[src/rtl/skewed_weight_buffer.sv]
// Per-column weight store streamed into the systolic array top edge, column c lagging column 0 by c cycles.
// Optional double banking with run-time bank swap: define WBUF_PINGPONG_EN.
module skewed_weight_buffer #(
    parameter  int COLS  = 4,
    parameter  int DW    = 8,
    parameter  int DEPTH = 64,
    localparam int AW    = $clog2(DEPTH),
    localparam int CW    = (COLS > 1) ? $clog2(COLS) : 1
) (
    input  logic                 clk,
    input  logic                 rst,
    input  logic                 wr_en,
    input  logic [CW-1:0]        wr_col,
    input  logic [AW-1:0]        wr_addr,
    input  logic [DW-1:0]        wr_data,
    output logic                 wr_ready,
    input  logic                 start,
    input  logic [AW:0]          len,
    input  logic                 swap,
    output logic                 busy,
    output logic                 done,
    output logic                 bank_sel,
    output logic [COLS-1:0]      o_valid,
    output logic [COLS*DW-1:0]   o_data
);
    localparam int          SKW     = (COLS > 1) ? COLS - 1 : 1;
    localparam int          DCW     = $clog2(COLS + 1);
    localparam logic [AW:0] LEN_MAX = (AW+1)'(DEPTH);
    localparam logic [AW:0] ONE     = (AW+1)'(1);

    typedef enum logic [1:0] {IDLE, STREAM, DRAIN} state_t;

    state_t             state_q, state_d;
    logic [AW:0]        rd_cnt_q, rd_cnt_d, len_q, len_d;
    logic [DCW-1:0]     dr_cnt_q, dr_cnt_d;
    logic               iss_v, done_d, done_q;
    logic               sk_v [SKW];
    logic [AW-1:0]      sk_a [SKW];
    logic [COLS-1:0]    col_v;
    logic [AW-1:0]      col_a [COLS];
    logic [COLS-1:0]    o_valid_q;
    logic [COLS*DW-1:0] o_data_q;

    assign busy    = (state_q != IDLE);
    assign done    = done_q;
    assign o_valid = o_valid_q;
    assign o_data  = o_data_q;

    always_comb begin
        state_d  = state_q;
        rd_cnt_d = rd_cnt_q;
        dr_cnt_d = dr_cnt_q;
        len_d    = len_q;
        done_d   = 1'b0;
        iss_v    = 1'b0;
        case (state_q)
            IDLE: begin
                if (start && (len != '0)) begin
                    state_d  = STREAM;
                    rd_cnt_d = '0;
                    len_d    = (len > LEN_MAX) ? LEN_MAX : len;
                end
            end
            STREAM: begin
                iss_v = 1'b1;
                if (rd_cnt_q == len_q - ONE) begin
                    state_d  = DRAIN;
                    dr_cnt_d = '0;
                end else begin
                    rd_cnt_d = rd_cnt_q + ONE;
                end
            end
            DRAIN: begin
                // Last column's final word leaves the RAM register one edge before done.
                if (dr_cnt_q == DCW'(COLS - 1)) begin
                    state_d = IDLE;
                    done_d  = 1'b1;
                end else begin
                    dr_cnt_d = dr_cnt_q + DCW'(1);
                end
            end
            default: state_d = IDLE;
        endcase
    end

    always_ff @(posedge clk) begin
        if (rst) begin
            state_q  <= IDLE;
            rd_cnt_q <= '0;
            len_q    <= '0;
            dr_cnt_q <= '0;
            done_q   <= 1'b0;
        end else begin
            state_q  <= state_d;
            rd_cnt_q <= rd_cnt_d;
            len_q    <= len_d;
            dr_cnt_q <= dr_cnt_d;
            done_q   <= done_d;
        end
    end

    // Column 0 reads the live address; column c reads stage c-1 of the skew chain.
    always_comb begin
        col_v    = '0;
        col_a    = '{default: '0};
        col_v[0] = iss_v;
        col_a[0] = rd_cnt_q[AW-1:0];
        for (int unsigned c = 1; c < COLS; c++) begin
            col_v[c] = sk_v[c-1];
            col_a[c] = sk_a[c-1];
        end
    end

    always_ff @(posedge clk) begin
        if (rst) begin
            for (int unsigned i = 0; i < SKW; i++) begin
                sk_v[i] <= 1'b0;
                sk_a[i] <= '0;
            end
        end else begin
            sk_v[0] <= iss_v;
            sk_a[0] <= rd_cnt_q[AW-1:0];
            for (int unsigned i = 1; i < SKW; i++) begin
                sk_v[i] <= sk_v[i-1];
                sk_a[i] <= sk_a[i-1];
            end
        end
    end

`ifdef WBUF_PINGPONG_EN
    logic [DW-1:0] mem [2][COLS][DEPTH];
    logic          bank_q, pend_q;

    assign wr_ready = 1'b1;
    assign bank_sel = bank_q;

    // Swaps requested mid-tile collapse into a single toggle at the done edge.
    always_ff @(posedge clk) begin
        if (rst) begin
            bank_q <= 1'b0;
            pend_q <= 1'b0;
        end else if (state_q == IDLE) begin
            if (swap) bank_q <= ~bank_q;
        end else if (done_d) begin
            bank_q <= bank_q ^ (pend_q | swap);
            pend_q <= 1'b0;
        end else if (swap) begin
            pend_q <= 1'b1;
        end
    end

    always_ff @(posedge clk) begin
        if (wr_en && wr_ready && (32'(wr_col) < COLS))
            mem[~bank_q][wr_col][wr_addr] <= wr_data;
    end
`else
    logic [DW-1:0] mem [COLS][DEPTH];
    logic          unused_swap;

    assign unused_swap = swap;
    assign wr_ready    = ~busy;
    assign bank_sel    = 1'b0;

    always_ff @(posedge clk) begin
        if (wr_en && wr_ready && (32'(wr_col) < COLS))
            mem[wr_col][wr_addr] <= wr_data;
    end
`endif

    always_ff @(posedge clk) begin
        if (rst) begin
            o_valid_q <= '0;
            o_data_q  <= '0;
        end else begin
            for (int unsigned c = 0; c < COLS; c++) begin
                o_valid_q[c] <= col_v[c];
`ifdef WBUF_PINGPONG_EN
                o_data_q[c*DW +: DW] <= col_v[c] ? mem[bank_q][c][col_a[c]] : '0;
`else
                o_data_q[c*DW +: DW] <= col_v[c] ? mem[c][col_a[c]] : '0;
`endif
            end
        end
    end
endmodule

[config.mk]
export PLATFORM = sky130hd
export DESIGN_NAME = skewed_weight_buffer
export DESIGN_NICKNAME = d
export VERILOG_FILES = /design/src/rtl/skewed_weight_buffer.sv
export SDC_FILE = /design/constraint.sdc
export NUM_CORES = 2
export LEC_CHECK = 0
export ABC_AREA = 1
export ABC_CLOCK_PERIOD_IN_PS = 2600
export BUFFER_PORTS_ARGS = -buffer_cell sky130_fd_sc_hd__buf_4
export CAP_MARGIN = 40
export CORE_MARGIN = 1
export CORE_UTILIZATION = 63
export CTS_CLUSTER_DIAMETER = 80
export CTS_CLUSTER_SIZE = 20
export DETAILED_ROUTE_END_ITERATION = 6
export MAX_ROUTING_LAYER = met4
export PLACE_DENSITY = 0.79
export SLEW_MARGIN = 25
export SYNTH_ARGS = -nofsm -noshare
export SYNTH_HDL_FRONTEND = slang
export SYNTH_SLANG_ARGS = --single-unit
[constraint.sdc]
create_clock -name clk -period 2.6 [get_ports clk]
set_input_delay 0.39 -clock clk [delete_from_list [all_inputs] [get_ports clk]]
set_output_delay 0.39 -clock clk [all_outputs]
set_load 0.02 [all_outputs]
# Word-level counts from Yosys, hierarchy flattened
# Memories as Yosys holds them, arrays and structs flattened.
# Index checks and enable logic that the tools add are counted.
# word_totals
regBits	56
ramBits	2069
n_memories	3
# memory_table
memory	words	word_bits	read_ports	rd_ports_with_merged_regs	write_ports	line	rtl
mem	4	512	4	0	1	157	logic [DW-1:0] mem [COLS][DEPTH];
sk_a	3	6	3	0	3	38	logic [AW-1:0] sk_a [SKW];
sk_v	3	1	3	0	3	37	logic sk_v [SKW];
# classes
addsub	3
magnitude_cmp	7
eq_ne	9
muxes	38
n_bitwise	17
reduce_logical	17
# op_table
cell	n
$mux 512	1
$bmux 8 s6	4
$mux 8	9
$demux 8 s6	1
$ge 7x7->1 const B	5
$not 6->7	5
$mux 7	3
$mux 6	3
$pmux 7 s2	1
$ne 2x2->1 const B	5
$reduce_or 2->1	5
$mux 1	9
$reduce_and 3->1	3
$add 7x1->7 const B	1
$eq 7x7->1	1
$gt 7x7->1 const B	1
$lt 7x1->1 const B	1
$reduce_bool 7->1	1
$sub 7x1->7 const B	1
$mux 2	3
$mux 3	2
$not 1->1	6
$or 1x1->1	6
$pmux 2 s3	1
9 further kinds	13

# Longest topological paths before layout
# depth
word_depth	6
depth_mapped	14

# Worst setup path after synthesis
# No wires, ideal clock.
# synth_path
path_kind	register to register
from	reg state_q[1]
to	mem mem[0][24] (netlist bit) (enable)
setup_ps	370
arrival_ps	1903
required_time_ps	2230
path_slack_ps	326
path_stages_with_launch	6
n_path_buf	0
synth_period_minus_slack_ps	2274
cell_sequence	dfxtp_1 nor2_1 nand2_1 nor3_2 nand2_1 nor2_1
# synth_between
elab_chain_len	5
# synth_lines
element	line	rtl
start: declaration	33	state_t state_q, state_d;
start signal: assignment	94	state_q <= state_d;
$reduce_bool 2->1	44	assign busy = (state_q != IDLE);
$not 1->1	161	assign wr_ready = ~busy;
named net wr_ready	16	output logic wr_ready,
$logic_and 1x1->1	165	if (wr_en && wr_ready && (32'(wr_col) < COLS))
$mux 1	165	
$mux 512 (not written as such)	166	mem[wr_col][wr_addr] <= wr_data;
end: declaration	157	
# The timed path passes the listed nets, and every way through them passes these cells.

# Worst setup path after layout
# layout_path
from	reg state_q[0]
to	mem mem[3][71] (netlist bit) (enable)
# layout_between
elab_chain_len	5
# layout_lines
element	line
$reduce_bool 2->1	44
$not 1->1	161
$logic_and 1x1->1	165
$mux 1	165
$mux 512 (not written as such)	166
# Every way passes these cells.

==> metrics.txt <==
outcome=finished, violations left; failing checks=DRC, setup timing; die width=371.3 µm; syn avg cell area=approximately 11 µm²; area grow syn2layout=10.03%; largest family of logic cells by synthesized area=simple AND/OR/NAND/NOR gates; global routing's busiest layer=met2; Net count, final=between 7000 and 8000; Leak=about 34 nW; met2 Usage GRT=0.4980; slowest CP cell=nand2_1; delay-heaviest family, CP=simple AND/OR/NAND/NOR gates; multi-input combinational cell area=~21000 µm²; CTS tree=done; flip-flop and latch area=about 63000 µm²; most frequent cell after synthesis=nand2_1; Synth Area in Adders=0.0005825; post-route minimum period=between 2 and 3 ns; Sink Count=between 2000 and 2500; layout cell share with drive strength beyond 1=0.09212; CP arrival=between 3 and 4 ns; compound-gate portion of the synthesized area=0.01060; largest net degree at the start of global routing=130; CP max FO=8; WL final=222.0 mm; Inst Count DP=9273; period utilization=1.036; met3 usage=0.06692; post-synthesis simple-gate area fraction=0.2273; Cells after Synth=~7500; Initial Utilization=0.6350; Setup WS post-layout=-0.09251 ns; synth cell count leaders=2488 x nand2_1, 2048 x edfxtp_1, 1615 x nand3_1; worst hold path class=input pin to flop; vias in the first global route=approximately 55000; DRT Pass-1 Iters=7; RSZ-0062 raised after global routing=yes; Buffers on Ports=65; FMAX=371.4 MHz; Yosys top cell by area=edfxtp_1; total CTS buffers=around 120; biggest cell delay along the critical path=~0.49 ns; vias post-DR=between 50000 and 60000; synth warn=0; Die H=~370 µm; DPL Wire Length=about 130 mm; EDFF count, synth=a little over 2000; PD cells=a little over 600 nW/µm²; placed cell areas=90520 µm²; first-pass GRT wire length=about 330 mm; ys async rst share=0; Total Power=between 0.05 and 0.06 W; non-filler cells, final=between 9000 and 10000; final instance area=94530 µm²; Root Buffer=clkbuf_16; share of the synthesized area in the top cell type=0.7158; utilization after layout=0.6986; Cell Area, Synth=85910 µm²; row cnt=~140; Startpoint Class=flop; core area=~140000 µm²; Antenna Nets Post-Route=0; Global Route met1 Usage=0.4404; CP bufs+invs=3; CTS Buffer Depth=3; DIE AREA=about 140000 µm²; synth unique cells=31; Critical Path RT=approximately 3.1 ns; sequential area share after synthesis=0.7331; Worst Max-Slew Pin Slew=0.8244 ns; critical path endpoint category=flop; Hold Fails Final Rpt=0; worst vdd ir=611.8 µV; Final Max Tran Viols=0; multiplexer area fraction after synthesis=0; most used flip-flop cell after synthesis=edfxtp_1; syn_nets=7511; # fillers=9009; grt ovf=0; worst rel slew slack=0.4504; initial DRC count=between 8000 and 9000; xor-xnor portion of the synthesized cell area=0.0004078; Max-Cap Viols=0; Tot GR Track Use=0.3333; synthesized flop and latch total=roughly 2100; antenna violations before repair=11; Via density=between 6 and 7; H-Tree Depth=3; Clock transition at path regs=0.09 ns; most used cell, CP=buf_4; Ports=68; clock latency on the worst-skew pair=approximately 0.8 ns; critical path class=flop to flop; setup slack at placement=-0.1556 ns; drt wl/cell=23.27 µm; GPL Wtd Cong=between 0.9 and 1; setup violators final=70; CP cell instances=nor2_2 > buf_4 > nand3_1 > nor2_1 > buf_4 > nand2_1 > nor2_1 > buf_4; DRC=3; Synth area leaders=edfxtp_1 72%, nand2_1 11%, nand3_1 9.4%; Clock Skews=0.03687 ns
==> per-layer routing <==
metal | routed length, µm | up-vias
met5 | 0 | -
met1 | 81720 | 27840
met2 | 103400 | 3553
met4 | 10610 | 0
met3 | 26290 | 495
li1 | - | 26340
==> worst paths after layout <==
kind	startpoint	to	slack, ns	depth (start not counted)
worst max-delay path	state_q[0]	mem[3][71]	-0.09	8
worst min-delay path	wr_data[1]	mem[2][401]	0.03	1
worst max register to register	state_q[0]	mem[3][71]	-0.09	8
worst min register to register	len_q[1]	len_q[1]	0.50	2
==> report_power, final <==
group	total (W)	internal (W)	switching, W
clock	0.0193	0.00881	0.0104
combinational	0.00217	0.000525	0.00165
sequential	0.0375	0.0374	0.0000334
==> state kept, by name, summed over array words and instances (netlist names) <==
signal	count
dr_cnt_q	3
done	1
state_q	2
rd_cnt_q	7
o_data	32
len_q	7
mem	2048
o_valid	4
sk_a	18
==> metrics by stage <==
stage	TNS, ns	hold slack (ns)
after floorplan	0	0.4532
after global routing	-1.446	0.02186
after global placement	-12.32	0.4702
final	-2.322	0.02945
after CTS	-69.54	0.001710
after detailed placement	-36.65	0.4920
==> worst register-to-register path: stages, from the launching register on <==
cell	delay, ns
dfxtp_1	0.34
nor2_2	0.18
buf_4	0.22
nand3_1	0.26
nor2_1	0.18
buf_4	0.18
nand2_1	0.49
nor2_1	0.30
buf_4	0.24
==> final cells by class <==
| class | instances | share of cell area |
|---|---|---|
| Sequential cell | 2122 | 0.6666 |
| Multi-Input combinational cell | 4816 | 0.2194 |
| Timing Repair Buffer | 507 | 0.05006 |
| Clock buffer | 213 | 0.03534 |
| Tap cell | 1781 | 0.02357 |
| Inverter | 73 | 0.003203 |
| Clock inverter | 9 | 0.001218 |
| Antenna cell | 21 | 0.0005559 |
==> cell usage in the layout, fill, tap and decap left out, types with 2 or more instances in the layout <==
master	instances
clkinv_1	5
dlygate4sd3_1	15
buf_4	417
nor4_4	3
clkinv_2	3
nand2_1	2432
o21ai_1	10
dfxtp_1	62
clkbuf_16	119
nand3b_1	2
inv_4	3
diode_2	21
clkinv_8	3
nor3_1	10
edfxtp_1	2048
dfxtp_4	8
nor3_4	3
clkbuf_1	93
inv_1	54
ha_1	4
dfxtp_2	4
a21oi_1	40
inv_6	7
nand2_4	10
nor2_1	510
xor2_1	4
nand2_2	47
o211ai_1	13
buf_12	65
o21ai_0	102
inv_2	6
buf_8	10
nand4_1	2
o22ai_1	3
nand3_1	1615
==> cell families (layout without fill, tap and decap cells) <==
group / count (synthesis) / after routing
simple gates: 4636 / 4636
flops: 2122 / 2122
buf+inv: 541 / 802
compound gates: 171 / 171
fa+ha+maj: 4 / 4
xor+xnor: 4 / 4
other cells: 1 / 22
==> repair_timing <==
action                                  CTS  global route
resized for setup                        12            54
hold endpoints to repair                 87             0
hold buffers                             15             0
pin swaps                                 0             4
endpoints found under the setup margin  870          1609
setup buffers                             0             8
Note: power is estimated with default switching activity, not from simulation.
